File: src/rtl/p405s_add_pkg.sv
// Shared helpers for the segmented adder pipeline: segment count, segment bit
// bounds and a parameter legality predicate evaluated at elaboration.
package p405s_add_pkg;

  function automatic int nseg(input int width, input int seg);
    return (width + seg - 1) / seg;
  endfunction

  function automatic int seg_lo(input int k, input int seg);
    return k * seg;
  endfunction

  // The top segment is truncated to whatever bits remain.
  function automatic int seg_hi(input int k, input int width, input int seg);
    int hi;
    hi = (k + 1) * seg - 1;
    return (hi > width - 1) ? width - 1 : hi;
  endfunction

  function automatic bit cfg_ok(input int width, input int seg);
    return (width >= 2) && (seg >= 1) && (seg <= width);
  endfunction

endpackage

File: src/rtl/p405s_add_seg_stage.sv
// One pipeline stage: adds segment K of the skewed operands plus the carry from
// the previous stage, and registers it together with the travelling payload.
module p405s_add_seg_stage
  import p405s_add_pkg::*;
#(
  parameter int WIDTH = 33,
  parameter int SEG = 16,
  parameter int K = 0,
  localparam int NSEG = nseg(WIDTH, SEG)
) (
  input  logic             clk,
  input  logic             rst_n,
  input  logic             en,
  input  logic             vld_up,
  input  logic             sub_up,
  input  logic [WIDTH-1:0] a_up,
  input  logic [WIDTH-1:0] b_up,
  input  logic [WIDTH-1:0] sum_up,
  input  logic [NSEG-1:0]  seg_co_up,
  input  logic             c_up,
  output logic             vld,
  output logic             sub,
  output logic [WIDTH-1:0] a,
  output logic [WIDTH-1:0] b,
  output logic [WIDTH-1:0] sum,
  output logic [NSEG-1:0]  seg_co,
  output logic             c,
  output logic             co_m
);

  localparam int LO = seg_lo(K, SEG);
  localparam int HI = seg_hi(K, WIDTH, SEG);
  localparam int SW = HI - LO + 1;

  logic [SW:0]       seg_add;
  logic [WIDTH-1:0]  sum_nxt;
  logic [NSEG-1:0]   seg_co_nxt;
  logic              co_m_nxt;

  assign seg_add = {1'b0, a_up[HI:LO]} + {1'b0, b_up[HI:LO]} + {{SW{1'b0}}, c_up};

  always_comb begin
    sum_nxt         = sum_up;
    sum_nxt[HI:LO]  = seg_add[SW-1:0];
    seg_co_nxt      = seg_co_up;
    seg_co_nxt[K]   = seg_add[SW];
  end

  // Carry into the segment's top bit recovered from its sum bit; only the
  // top stage's value is consumed, where it is the carry into bit WIDTH-1.
  assign co_m_nxt = seg_add[SW-1] ^ a_up[HI] ^ b_up[HI];

  always_ff @(posedge clk or negedge rst_n) begin
    if (!rst_n) begin
      vld    <= 1'b0;
      sub    <= 1'b0;
      a      <= '0;
      b      <= '0;
      sum    <= '0;
      seg_co <= '0;
      c      <= 1'b0;
      co_m   <= 1'b0;
    end else if (en) begin
      vld    <= vld_up;
      sub    <= sub_up;
      a      <= a_up;
      b      <= b_up;
      sum    <= sum_nxt;
      seg_co <= seg_co_nxt;
      c      <= seg_add[SW];
      co_m   <= co_m_nxt;
    end
  end

endmodule

File: src/rtl/p405s_add_seg_pipe.sv
// Pipelined segmented adder/subtractor: one register stage per SEG-bit slice
// of the carry chain, globally stalled by a single advance enable.
module p405s_add_seg_pipe
  import p405s_add_pkg::*;
#(
  parameter int WIDTH = 33,
  parameter int SEG = 16,
  localparam int NSEG = nseg(WIDTH, SEG)
) (
  input  logic             CB,
  input  logic             resetN,
  input  logic             IN_VLD,
  output logic             IN_RDY,
  input  logic [WIDTH-1:0] A,
  input  logic [WIDTH-1:0] B,
  input  logic             CI,
  input  logic             SUB,
  output logic             OUT_VLD,
  input  logic             OUT_RDY,
  output logic [WIDTH-1:0] SUM,
  output logic             CO,
  output logic [NSEG-1:0]  SEG_CO,
  output logic             CO_M,
  output logic             OVF
);

  if (!cfg_ok(WIDTH, SEG)) begin : g_bad_cfg
    $error("p405s_add_seg_pipe: illegal WIDTH/SEG combination");
  end

  // Index 0 is the stage-0 input; index k+1 is the register of stage k.
  logic             vld_p    [NSEG+1];
  logic             sub_p    [NSEG+1];
  logic [WIDTH-1:0] a_p      [NSEG+1];
  logic [WIDTH-1:0] b_p      [NSEG+1];
  logic [WIDTH-1:0] sum_p    [NSEG+1];
  logic [NSEG-1:0]  seg_co_p [NSEG+1];
  logic             c_p      [NSEG+1];
  logic             co_m_p   [NSEG];
  logic             en;

  assign en     = !OUT_VLD || OUT_RDY;
  assign IN_RDY = en;

  assign vld_p[0]    = IN_VLD;
  assign sub_p[0]    = SUB;
  assign a_p[0]      = A;
  assign b_p[0]      = SUB ? ~B : B;
  assign sum_p[0]    = '0;
  assign seg_co_p[0] = '0;
  assign c_p[0]      = SUB | CI;

  for (genvar k = 0; k < NSEG; k++) begin : g_stage
    p405s_add_seg_stage #(
      .WIDTH(WIDTH),
      .SEG  (SEG),
      .K    (k)
    ) u_stage (
      .clk      (CB),
      .rst_n    (resetN),
      .en       (en),
      .vld_up   (vld_p[k]),
      .sub_up   (sub_p[k]),
      .a_up     (a_p[k]),
      .b_up     (b_p[k]),
      .sum_up   (sum_p[k]),
      .seg_co_up(seg_co_p[k]),
      .c_up     (c_p[k]),
      .vld      (vld_p[k+1]),
      .sub      (sub_p[k+1]),
      .a        (a_p[k+1]),
      .b        (b_p[k+1]),
      .sum      (sum_p[k+1]),
      .seg_co   (seg_co_p[k+1]),
      .c        (c_p[k+1]),
      .co_m     (co_m_p[k])
    );
  end

  assign OUT_VLD = vld_p[NSEG];
  assign SUM     = sum_p[NSEG];
  assign SEG_CO  = seg_co_p[NSEG];
  assign CO      = c_p[NSEG];
  assign CO_M    = co_m_p[NSEG-1];
  assign OVF     = CO ^ CO_M;

endmodule

File: config.mk
export PLATFORM = sky130hd
export DESIGN_NAME = p405s_add_seg_pipe
export DESIGN_NICKNAME = d
export VERILOG_FILES = /design/src/rtl/p405s_add_pkg.sv /design/src/rtl/p405s_add_seg_stage.sv /design/src/rtl/p405s_add_seg_pipe.sv
export SDC_FILE = /design/constraint.sdc
export NUM_CORES = 1
export LEC_CHECK = 0
export ABC_AREA = 0
export BUFFER_PORTS_ARGS = -buffer_cell sky130_fd_sc_hd__buf_4
export CORE_ASPECT_RATIO = 0.5
export CORE_MARGIN = 1.5
export CORE_UTILIZATION = 53
export CTS_BUF_LIST = sky130_fd_sc_hd__clkbuf_8
export DETAILED_ROUTE_END_ITERATION = 6
export PLACE_DENSITY = 0.78
export SYNTH_ARGS = -nofsm -noshare
export SYNTH_HDL_FRONTEND = slang
export SYNTH_SLANG_ARGS = --single-unit
File: constraint.sdc
create_clock -name CB -period 2.9 [get_ports CB]
set_clock_uncertainty 0.05 [all_clocks]
set_input_delay 0.435 -clock CB [delete_from_list [all_inputs] [get_ports CB]]
set_output_delay 0.435 -clock CB [all_outputs]
set_load 0.02 [all_outputs]
# == Word level (Yosys, flattened, before mapping) ==
# Cells that the tools add are included.
# Widths: inputs -> output; s select.
# op_classes
n_reduce_logical,2
bitwise_logic,5
add_sub_neg,6
muxes,1
# ops
operator,count
$add 16x16->17,2
$add 17x1->17,2
$mux 33,1
$not 33->33,1
$xor 1x1->1,3
$add 1x1->2,1
$add 2x1->2,1
$logic_not 1->1,1
$logic_or 1x1->1,1
$or 1x1->1,1
# totals
inputBits,72
output_inout_bits,41
ff_bits,225
elab_cells,30

# == Longest topological paths before layout ==
# Gate-level depths: netlist of run 1.
# depth
ltp_word,4
mapped_depth,12
ltp_nobuf,10

# == Hierarchy ==
# A second synthesis of run 1 with hierarchy kept.
# unflattened
cells_unflattened,936
area_unflattened_um2,13909.6
# modules_own_cells
mod,area_per_inst_um2,instances,seq_area_each_um2,cells_each
p405s_add_seg_stage (g_stage[0].u_stage),4700.8,1,2627.5,337
p405s_add_seg_stage (g_stage[1].u_stage),4667.0,1,2627.5,333
p405s_add_seg_stage (g_stage[2].u_stage),4156.5,1,2627.5,225
p405s_add_seg_pipe,385.4,1,0.0,41

# == Worst setup path before layout of run 1 ==
# Ideal clock, no wire load.
# synth_timing
path_type,input to register
from,in SUB
to,reg g_stage[0].u_stage.sum[12]
cell_stages,12
n_path_buf,2
setup_time_ps,69
setup_slack_ps,-555
arrival_ps,3336
required_time_ps,2781
cell_sequence,clkbuf_1 clkbuf_1 xor2_1 fa_1 inv_1 fa_1 nor2b_1 o21a_1 a31o_1 a221o_1 or4b_1 nand3_1
# synth_via
elab_chain_len,3
word_cells_on_any_way,4
classes_between,add/sub (2); mux (1); bitwise (1)
# synth_lines
element,line_no,rtl
"start, declared",p405s_add_seg_pipe.sv:17,"input logic SUB,"
$mux 33,p405s_add_seg_pipe.sv:48,assign b_p[0] = SUB ? ~B : B;
$add 16x16->17,p405s_add_seg_stage.sv:40,"assign seg_add = {1'b0, a_up[HI:LO]} + {1'b0, b_up[HI:LO]} + {{SW{1'b0}}, c_up};"
$add 17x1->17 (*),p405s_add_seg_stage.sv:40,
"end signal, assigned",p405s_add_seg_stage.sv:68,sum <= sum_nxt;
"end, declared",p405s_add_seg_stage.sv:25,"output logic [WIDTH-1:0] sum,"
# Every way passes the cells marked *; elsewhere a longest branch is shown, timed or not.
# A chain may end at the register's enable or synchronous reset.

# == Worst setup path in the final report of run 1 ==
# layout_timing
from,reg g_stage[0].u_stage.a[16]
to,reg g_stage[1].u_stage.c
# layout_via
elab_chain_len,2
# layout_lines
element,line_no,rtl
"start, declared",p405s_add_seg_stage.sv:23,"output logic [WIDTH-1:0] a,"
"start signal, assigned",p405s_add_seg_stage.sv:66,a <= a_up;
$add 16x16->17,p405s_add_seg_stage.sv:40,
$add 17x1->17,p405s_add_seg_stage.sv:40,
"end signal, assigned",p405s_add_seg_stage.sv:70,c <= seg_add[SW];
"end, declared",p405s_add_seg_stage.sv:27,"output logic c,"
# Every way passes these cells.

==> results of run 1 <==
==> cell usage after synthesis, types with 3 or more instances <==
master    number  share of area, %
a211oi_1       4              0.46
a21o_1         6              0.69
a21oi_1       41               3.2
a31oi_1        5              0.48
and3_1         4              0.38
buf_1          3              0.17
clkbuf_1      38               2.2
dfrtp_1      127                49
fa_1           5               1.5
ha_1          30               5.8
inv_1          4              0.23
nand2_1      279                16
nand3_1        6              0.46
nand4_1        3              0.29
nor2_1        34               2.0
nor2b_1        5              0.48
nor3_1         5              0.38
o211ai_1       3              0.35
o21a_1         4              0.46
o21ai_0       45               3.5
o21bai_1       3              0.35
o31ai_1        3              0.35
xnor2_1       24               3.2
xor2_1        31               4.2
==> repair_timing <==
item	in CTS	in global routing
gates resized for setup	1	3
setup endpoints to repair	1	4
hold buffers	1	0
hold endpoints to repair	24	0
pin swaps	0	0
==> cell families after synthesis <==
| family | Yosys count |
|---|---|
| compound gates | 128 |
| xor+xnor | 55 |
| fa+ha+maj | 35 |
| buf+inv | 47 |
| flops | 127 |
| mux | 3 |
| simple gates | 350 |
==> worst max-delay path, delay by kind of cell (launching register included) <==
kind | cells | cell delay, ns
AO/OA/AOI/OAI | 5 | 1.14
AND/OR/NAND/NOR | 1 | 0.07
adder cells (fa/ha/maj) | 2 | 0.93
flip-flops | 1 | 0.41
==> worst paths after layout <==
path | start | end | slack [ns] | depth (start not counted)
hold reg to reg | g_stage[2].u_stage.sum[12]$_DFFE_PN0P_ | g_stage[2].u_stage.sum[12]$_DFFE_PN0P_ | 0.42 | 2
setup reg to reg | g_stage[0].u_stage.a[16]$_DFFE_PN0P_ | g_stage[1].u_stage.c$_DFFE_PN0P_ | 0.20 | 8
hold / removal | A[22] | g_stage[0].u_stage.a[22]$_DFFE_PN0P_ | 0.15 | 3
max in group asynchronous | resetN | g_stage[2].u_stage.sum[3]$_DFFE_PN0P_ | 1.54 | 3
min in group asynchronous | resetN | g_stage[0].u_stage.b[19]$_DFFE_PN0P_ | 0.40 | 2
setup / recovery | g_stage[0].u_stage.a[16]$_DFFE_PN0P_ | g_stage[1].u_stage.c$_DFFE_PN0P_ | 0.20 | 8
==> power groups by stage <==
| stage | Combinational (uW) | Sequential [uW] | Clock, uW |
|---|---|---|---|
| finish | 3210 | 2970 | 1810 |
| global route | 3600 | 3060 | 1940 |
| CTS | 3210 | 2980 | 1840 |
| detailed placement | 3190 | 3010 | 0 |
| global placement | 3110 | 2970 | 0 |
| floorplan | 1810 | 3210 | 0 |
==> state kept, by name, indices dropped and copies added (netlist names) <==
register and flops:
g_stage.u_stage.b 18, g_stage.u_stage.seg_co 3, g_stage.u_stage.a 18, g_stage.u_stage.co_m 1, g_stage.u_stage.c 3, g_stage.u_stage.sum 81, g_stage.u_stage.vld 3
==> stage by stage <==
stage / TNS, ns / cell area [um2] / hold WS [ns]
2_1_floorplan: -0.1945 / 6553 / 0.08941
3_3_place_gp: -0.02111 / 7584 / 0.3064
3_5_place_dp: -0.09249 / 7584 / 0.3121
4_1_cts: 0 / 8065 / 0.1241
5_1_grt: 0 / 8075 / 0.1257
6_report: 0 / 8075 / 0.1519
==> cell type report <==
type	instances	area [um2]
Fill cell	1001	3836
Multi-Input combinational cell	571	3182
Sequential cell	127	3178
Timing Repair Buffer	132	1018
Clock buffer	18	247.7
Clock inverter	14	222.7
Tap cell	165	206.4
Inverter	5	20.02
==> per-layer routing <==
metal	wire (um)	up-vias	part of all wire (%)	global-route usage, %
met5	0	-	0	0
met4	89	0	0.61	7.664
met3	547	6	3.7	5.056
met2	7234	87	49	40.92
met1	6759	2529	46	31.31
li1	-	2677	-	-
==> placed cells by master, fill, tap and decap left out, drive strengths merged, types with 4 or more instances in the layout <==
cell type | netlist | layout
a211oi | 4 | 4
a21o | 6 | 6
a21oi | 41 | 41
a31oi | 5 | 5
and3 | 4 | 4
buf | 4 | 131
bufinv | 0 | 6
clkbuf | 38 | 18
clkinv | 0 | 5
dfrtp | 127 | 127
fa | 5 | 5
ha | 30 | 30
inv | 5 | 7
nand2 | 279 | 279
nand3 | 6 | 6
nor2 | 34 | 34
nor2b | 5 | 5
nor3 | 5 | 5
o21a | 4 | 4
o21ai | 45 | 45
xnor2 | 24 | 24
xor2 | 31 | 31
==> results by group, run 1 <==
Power and ir drop
  – Combinational share of power: around two fifths
  – Pwr dens: 989.6 mW/mm2
  – Total power: between 7000 and 8000 uW
  – Static Leak: 0.004034 uW
  – Sw frac: 37.83%
  – NetSw: 3023 uW
  – Part of the power in registers: 37.2%
  – Max IR drop VDD: 404.3 uV
  – P_int: slightly below 5000 uW
  – Clock power frac: 22.7%

Critical path
  – Worst endpoint required time: 3.15 ns
  – Slowest cell on the critical path: fa_1
  – Crit. End Element: flop
  – Worst Path Max Fanout: 3
  – Largest stage delay on the critical path: 0.48 ns
  – Most common cell on crit path: fa_1
  – Worst Path Arrival: 2.95 ns
  – Crit path cell chain: fa_1, fa_1, a211oi_2, o21ai_0, a21boi_1, o211ai_1, a2111oi_2, nor2_1
  – Worst setup SP type: flop
  – Crit path kind: reg -> reg

Global route
  – First-pass GRT wire length: 24.42 mm
  – Initial antenna violation count: 0
  – Tot GR Track Use: 24.01%
  – Pin count of the biggest net entering global routing: 140
  – GRT overflow: 0
  – Vias in the first global route: 5074

Drt
  – Number of DRC markers in iteration 0: 311
  – WL final: 14.63 mm
  – DR vias/cell: between 5 and 6
  – WL per Instance: 14.18 um
  – Via total after detailed routing: 5299
  – DRC: 0
  – Drt first pass iters: 4
  – Routed Antenna Nets: 0

STA
  – Max Fclk: 370.6 MHz
  – Final hold vios: 0
  – Worst-Margin Slew: roughly 0.66 ns
  – Period utilization: 93.05%
  – RSZ-0062 raised after global routing: no
  – Worst setup margin: 0.2017 ns
  – Slew headroom: a little under three fifths
  – Final setup vio count: 0
  – Pins over their slew limit: 0
  – Min Tclk post-route: 2.698 ns

Floorplan
  – Die extent in y: 81.39 um
  – Initial Utilization: a little over half
  – Core ar.: around 0.012 mm2
  – Die Span X: 159.8 um
  – Die ar.: 0.01300 mm2
  – Num ports: 113
  – Rows: 28

Logic synthesis
  – Number of synthesized flops with an enable pin: 0
  – Yosys warnings: 0
  – Synth Cell Area: 0.006514 mm2
  – XOR/XNOR share of the synthesized area: under 10%
  – Synth Area in Adders: 7.299%
  – Most used DFF post-synth: dfrtp_1
  – Post-Syn Instances: 745
  – Synth Register Bits: 127
  – Register area share after synthesis: about half
  – Post-synthesis average cell area: 8.743 um2
  – Syn Nets: 852
  – Compound-Gate Fraction of Synth Area: 11.62%
  – Largest family of logic cells by synthesized area: simple AND/OR/NAND/NOR gates
  – Netlist cell types: 50
  – FFs w/ async S/R, synth: 100.0%
  – Multiplexer share of the synthesized area: 0.4802%
  – Simple-Gate Fraction of Synth Area: 21.65%

Layout
  – Area grow syn2layout: 23.97%
  – Layout Cells excl Fill: slightly above 1000
  – Util after Layout: around two thirds
  – Fraction of layout cells with a size suffix above 1: 19.61%
  – Nets: 961
  – Ant. Diodes: 0

Placement
  – Routability Congestion: roughly 0.88
  – Placement Setup Slack: -0.05717 ns
  – Dpl cells: 999
  – Detailed placement HPWL: 10.32 mm
  – PortBufs: 112

Clock network
  – CTS max path bufs: 2
  – H-tree levels: 4
  – Setup bufs post-CTS: 0
  – Worst-skew pair later-pin latency: 0.43 ns
  – Clock sink total: 127
  – CTS tree: built
  – Number of buffers created by CTS: 17
  – Worst-path clk slew: roughly 0.07 ns
  – CTS root buf: clkbuf_8

Status
  – Status: complete, no violations

Hold path
  – Worst Hold Class: in -> reg

Job
  – Max_cap viols: 0
No activity file was read; power rests on OpenSTA's default activity.
==> inputs of run 2 (changes only) <==
Settings changed: CELL_PAD_IN_SITES_DETAIL_PLACEMENT set to 1, CELL_PAD_IN_SITES_GLOBAL_PLACEMENT set to 2, CORE_UTILIZATION 53 to 32, TNS_END_PERCENT set to 50.
==> run 2 against run 1 <==
  * Sequential power about the same
  * Sequential share of layout area down 0.51 points
  * Design area up 1.3%
  * Worst setup slack better by 0.090 ns
  * Hold slack worse by 0.025 ns
  * Cell count up 10%
  * Utilization down 26 points
  * Largest power group unchanged
==> results by group, run 2 (synthesis results as in run 1) <==
Critical path
  – Crit. End Element: flop
  – Worst Path Max Fanout: 3 (unchanged)
  – Crit path kind: reg -> reg
  – Worst endpoint required time: 3.20 ns (+0.05 ns)
  – Worst Path Arrival: 2.91 ns (-0.04 ns)
  – Worst setup SP type: flop

Layout
  – Fraction of layout cells with a size suffix above 1: 20.46% (+0.85 points)
  – Max FFs per register: 81 (unchanged)
  – Most frequent cells in the layout: nand2_1 (279), buf_4 (133), dfrtp_1 (127), o21ai_0 (44), a21oi_1 (41)
  – Commonest non-fill, non-tap cell in the layout: nand2_1
  – Layout Cells excl Fill: 1136 (+10%)
  – Area grow syn2layout: 25.59%
  – Ant. Diodes: 0 (unchanged)
  – Nets: 965 (+0.42%)
  – Biggest regs: g_stage.u_stage.sum (81), g_stage.u_stage.a (18), g_stage.u_stage.b (18)
  – Largest Register: g_stage.u_stage.sum

Drt
  – Routed Antenna Nets: 0 (unchanged)
  – Via total after detailed routing: 5384 (+1.6%)
  – Drt first pass iters: 4 (unchanged)
  – DRC: 0 (unchanged)
  – WL final: 17.11 mm (+17%)
  – Number of DRC markers in iteration 0: 174 (-44%)
  – DR vias/cell: 4.739 (-7.7%)
  – WL per Instance: 15.06 um (+6.2%)

STA
  – RSZ-0062 raised after global routing: no
  – Pins over their slew limit: 0 (unchanged)
  – Final setup vio count: 0 (unchanged)
  – Slew headroom: 54.11% (-1.6 points)
  – Setup TNS: 0 ns (unchanged)
  – Min Tclk post-route: 2.608 ns (-0.09013 ns)
  – Worst-Margin Slew: 0.6884 ns (+0.02448 ns)
  – Period utilization: 89.94% (-3.1 points)
  – Final hold vios: 0 (unchanged)
  – Max Fclk: 383.4 MHz (+3.5%)

Floorplan
  – Num ports: 113 (unchanged)
  – Die ar.: 0.02127 mm2 (+64%)
  – Initial Utilization: 33.09% (-22 points)
  – Die extent in y: 103.9 um (+28%)
  – Core ar.: 0.01968 mm2 (+65%)
  – Rows: 36 (+29%)
  – Die Span X: 204.8 um (+28%)

Placement
  – Dpl cells: 1104 (+11%)
  – Routability Congestion: 0.8935 (+1.9%)
  – Detailed placement HPWL: 12.25 mm (+19%)
  – PortBufs: 112 (unchanged)

Job
  – Max_cap viols: 0 (unchanged)

Status
  – Status: complete, no violations

Global route
  – Pin count of the biggest net entering global routing: 140 (unchanged)
  – Tot GR Track Use: 17.12% (-6.9 points)
  – Initial antenna violation count: 0 (unchanged)
  – First-pass GRT wire length: 28.56 mm (+17%)
  – GRT overflow: 0 (unchanged)
  – Vias in the first global route: 5649 (+11%)

Power and ir drop
  – NetSw: 3122 uW (+3.3%)
  – Max IR drop VDD: 323.3 uV (-20%)
  – Clock power frac: 20.8% (-1.9 points)
  – Combinational share of power: 41.6% (+1.5 points)
  – Static Leak: 0.004003 uW (-0.78%)
  – Pwr dens: 959.6 mW/mm2 (-3.0%)
  – P_int: 4728 uW (-4.8%)
  – Sw frac: 39.78% (+1.9 points)
  – Part of the power in registers: 37.6% (+0.4 points)

Clock network
  – CTS tree: built
  – Setup bufs post-CTS: 0 (unchanged)
  – CTS max path bufs: 2 (unchanged)
  – H-tree levels: 4 (unchanged)
  – Clock sink total: 127 (unchanged)
  – Worst-skew pair later-pin latency: 0.45 ns (+0.02 ns)
  – Number of buffers created by CTS: 17 (unchanged)
  – CTS root buf: clkbuf_8
  – Worst-path clk slew: 0.09 ns (+0.02 ns)

Hold path
  – Worst Hold Class: in -> reg
[run 2: power by group through the flow]
stage               clock (uW)  sequential, uW  combinational, uW
floorplan                    0            3210               1810
global placement             0            2970               3210
detailed placement           0            3010               3280
CTS                       1690            2970               3300
global route              1760            3070               3680
finish                    1640            2950               3260
[run 2: through the flow]
| stage | instance area (um2) | utilization [%] | worst slack, ns | power (uW) | hold slack [ns] |
|---|---|---|---|---|---|
| after floorplan | 6553 | - | -0.1459 | 5015 | 0.08941 |
| after global placement | 7741 | 39.33 | -0.01913 | 6187 | 0.3923 |
| after detailed placement | 7741 | 39.33 | -0.1030 | 6286 | 0.4055 |
| after CTS | 8164 | 41.48 | 0.04038 | 7957 | 0.1000 |
| after global routing | 8180 | 41.56 | 0.08128 | 8505 | 0.1091 |
| final | 8180 | 41.56 | 0.2918 | 7850 | 0.1266 |
[run 2: final timing paths]
kind                                                             from                                    end  slack, ns  cells past startpoint
worst max-delay path             g_stage[0].u_stage.a[16]$_DFFE_PN0P_       g_stage[1].u_stage.c$_DFFE_PN0P_       0.29                      8
worst min-delay path                                            A[28]   g_stage[0].u_stage.a[28]$_DFFE_PN0P_       0.13                      3
worst max register to register   g_stage[0].u_stage.a[16]$_DFFE_PN0P_       g_stage[1].u_stage.c$_DFFE_PN0P_       0.29                      8
worst min register to register  g_stage[1].u_stage.sum[8]$_DFFE_PN0P_  g_stage[1].u_stage.sum[8]$_DFFE_PN0P_       0.42                      2
max in group asynchronous                                      resetN   g_stage[0].u_stage.a[29]$_DFFE_PN0P_       1.59                      3
min in group asynchronous                                      resetN   g_stage[0].u_stage.b[32]$_DFFE_PN0P_       0.46                      2
[run 2: area by class of cell]
cell class / count / area, um2
multi-input cells: 571 / 3187
repair buffers: 136 / 1049
fillers: 2339 / 11500
clock buffers: 18 / 247.7
inverters: 5 / 21.27
flip-flops and latches: 127 / 3178
clock inverters: 13 / 165.2
well taps: 266 / 332.8
[run 2: repair_timing]
action / CTS / global route
pin swaps: 0 / 4
setup endpoints to repair: 2 / 3
resized for setup: 1 / 6
hold buffers: 1 / 0
hold endpoints to repair: 37 / 0
[run 2: routing by layer]
metal	wire length [um]	track usage (%)	part of all wire [%]	vias to the layer above
met2	8091	27.44	47	59
met4	321	6.197	1.9	0
met3	434	3.289	2.5	24
li1	-	-	-	2674
met1	8264	23.00	48	2627
met5	0	0	0	-
[run 2: worst max-delay path, cell delays in order, from the launching register on]
cell       delay, ns
dfrtp_1         0.41
fa_2            0.42
fa_2            0.39
a211oi_2        0.24
o21ai_1         0.12
a21boi_1        0.23
o211ai_1        0.20
a2111oi_2       0.38
nor2_1          0.07
==> inputs of run 3 (changes only) <==
==> constraint.sdc (replaced) <==
create_clock -name CB -period 2.9 [get_ports CB]
set_clock_uncertainty 0.05 [all_clocks]
set_input_delay 0.58 -clock CB [delete_from_list [all_inputs] [get_ports CB]]
set_output_delay 0.58 -clock CB [all_outputs]
set_load 0.02 [all_outputs]
==> run 3 against run 2 <==
  * Design area up 0.87%
  * Critical path depth unchanged
  * Non-clock buffer count up 9
  * Critical path type unchanged
  * Largest cell class unchanged
  * Worst setup slack worse by 0.075 ns
  * Clock-buffer cell count up 1
  * Combinational power about the same
  * Global-route usage down 0.27 points
  * Flip-flop and latch count unchanged
  * Clock power down 2%
  * Largest power group unchanged
  * Maximum frequency down 2.8%
  * Hold slack worse by 0.070 ns
==> results by group, run 3 (synthesis results as in run 1) <==
Status
  – Status: complete, no violations

Placement
  – PortBufs: 112 (unchanged)
  – Detailed placement HPWL: 12.18 mm (-0.59%)
  – Routability Congestion: 0.8607 (-3.7%)

Layout
  – # fillers: 2308 (-1.3%)
  – Area grow syn2layout: 26.68%
  – Max FFs per register: 81 (unchanged)
  – Commonest non-fill, non-tap cell in the layout: nand2_1
  – Most frequent cells in the layout: nand2_1 (279), buf_4 (142), dfrtp_1 (127), o21ai_0 (44), a21oi_1 (41)
  – Ant. Diodes: 0 (unchanged)
  – Fraction of layout cells with a size suffix above 1: 21.14% (+0.68 points)
  – Nets: 974 (+0.93%)
  – Biggest regs: g_stage.u_stage.sum (81), g_stage.u_stage.a (18), g_stage.u_stage.b (18)
  – Largest Register: g_stage.u_stage.sum

STA
  – RSZ-0062 raised after global routing: no
  – Pins over their slew limit: 0 (unchanged)
  – Min Tclk post-route: 2.684 ns (+0.07538 ns)
  – Worst-Margin Slew: 0.5519 ns (-0.1365 ns)
  – Final hold vios: 0 (unchanged)
  – Final setup vio count: 0 (unchanged)
  – Max Fclk: 372.6 MHz (-2.8%)
  – Setup TNS: 0 ns (unchanged)
  – Period utilization: 92.54% (+2.6 points)
  – Slew headroom: 63.20% (+9.1 points)

Clock network
  – Clock sink total: 127 (unchanged)
  – CTS root buf: clkbuf_8
  – CTS Hold Bufs: 0 (-1)
  – CTS tree: built
  – CTS max path bufs: 2 (unchanged)
  – Setup bufs post-CTS: 0 (unchanged)
  – Number of buffers created by CTS: 17 (unchanged)
  – Worst-skew pair later-pin latency: 0.45 ns (about the same)
  – Worst-path clk slew: 0.07 ns (-0.02 ns)
  – H-tree levels: 4 (unchanged)

Critical path
  – Worst Path Arrival: 2.95 ns (+0.04 ns)
  – Worst r2r src: g_stage[0].u_stage.a[16]$_DFFE_PN0P_
  – Flop2flop setup slack: 0.22 ns (-0.08 ns)
  – R2R depth: 8 (unchanged)
  – R2R Path End: g_stage[1].u_stage.sum[28]$_DFFE_PN0P_
  – Worst setup SP type: flop
  – Worst Path Max Fanout: 2 (-1)
  – Worst endpoint required time: 3.17 ns (-0.03 ns)
  – Crit path kind: reg -> reg
  – Crit. End Element: flop

Global route
  – Tot GR Track Use: 16.85% (-0.27 points)
  – GRT overflow: 0 (unchanged)
  – Initial antenna violation count: 0 (unchanged)
  – First-pass GRT wire length: 28.37 mm (-0.68%)
  – Vias in the first global route: 5601 (-0.85%)
  – Pin count of the biggest net entering global routing: 110 (-21%)

Floorplan
  – Core ar.: 0.01968 mm2 (unchanged)
  – Rows: 36 (unchanged)
  – Die extent in y: 103.9 um (unchanged)
  – Initial Utilization: 33.09% (unchanged)
  – Die Span X: 204.8 um (unchanged)
  – Num ports: 113 (unchanged)
  – Die ar.: 0.02127 mm2 (unchanged)

Hold path
  – Worst Hold Class: in -> async

Drt
  – DR vias/cell: 4.706 (-0.71%)
  – Number of DRC markers in iteration 0: 192 (+10%)
  – WL per Instance: 14.60 um (-3.1%)
  – DRC: 0 (unchanged)
  – Via total after detailed routing: 5393 (+0.17%)
  – Drt first pass iters: 4 (unchanged)
  – Routed Antenna Nets: 0 (unchanged)
  – WL final: 16.73 mm (-2.3%)

Job
  – Max_cap viols: 0 (unchanged)

Power and ir drop
  – Static Leak: 0.004073 uW (+1.8%)
  – Pwr dens: 949.4 mW/mm2 (-1.1%)
  – Total power: 7835 uW (-0.20%)
  – Max IR drop VDD: 302.3 uV (-6.5%)
-- run 3: cell count changes in the layout (fill, tap and decap cells not counted), sizes merged --
cell	change
clkinvlp	-2
dlygate4sd3	-1
buf	+10
inv	+1
clkbuf	+1
clkinv	+1
-- run 3: report_power, final --
group	leakage, uW	switching, uW	internal (uW)
clock network	0.000214	718	882
logic	0.00235	1900	1380
registers	0.00151	441	2520
total	0.00407	3060	4770
-- run 3: worst max-delay path: stages (launching register included) --
cell      delay (ns)
dfrtp_1         0.40
fa_1            0.47
fa_1            0.44
a211oi_2        0.25
o21ai_1         0.14
a21boi_2        0.18
o211ai_1        0.18
xnor2_1         0.33
a21oi_1         0.11
-- run 3: cell type report --
class	count	area, um2	area share [%]
multi-input cells	571	3186	38.61
clock buffers	19	261.5	3.169
well taps	266	332.8	4.033
inverters	5	21.27	0.2578
repair buffers	145	1126	13.65
clock inverters	13	146.4	1.774
flip-flops and latches	127	3178	38.51
-- run 3: per-stage QoR --
stage               cell area [um2]  cells  worst slack (ns)  hold WS (ns)  util [%]
floorplan                      6553    745           -0.2909        0.2344         -
global placement               7829   1114           -0.1527        0.3936     39.77
detailed placement             7829   1114           -0.2011        0.4017     39.77
CTS                            8243   1146           0.07756       0.04419     41.88
global route                   8252   1146           0.05810       0.07040     41.92
finish                         8252   1146            0.2164       0.05696     41.92
-- run 3: how the worst max path moves through the flow --
stage	startpoint	to	slack, ns
floorplan	SUB	g_stage[0].u_stage.sum[12]$_DFFE_PN0P_	-0.29
global placement	SUB	g_stage[0].u_stage.sum[12]$_DFFE_PN0P_	-0.15
detailed placement	SUB	g_stage[0].u_stage.sum[10]$_DFFE_PN0P_	-0.20
CTS	g_stage[0].u_stage.a[16]$_DFFE_PN0P_	g_stage[1].u_stage.c$_DFFE_PN0P_	0.08
global route	g_stage[0].u_stage.a[16]$_DFFE_PN0P_	g_stage[1].u_stage.sum[28]$_DFFE_PN0P_	0.06
finish	g_stage[0].u_stage.a[16]$_DFFE_PN0P_	g_stage[1].u_stage.sum[28]$_DFFE_PN0P_	0.22
-- run 3: repair_timing --
action,4_1_cts,5_1_grt
pin swaps,0,4
setup endpoints to repair,1,3
resized for setup,3,3
hold endpoints to repair,0,0
-- run 3: per-layer routing --
layer  global-route usage (%)  share of wire [%]  vias to the layer above
met3                    3.697                3.2                       16
met5                        0                  0                        -
li1                         -                  -                     2698
met2                    27.27                 47                       62
met4                    5.515                1.7                        0
met1                    22.36                 48                     2617
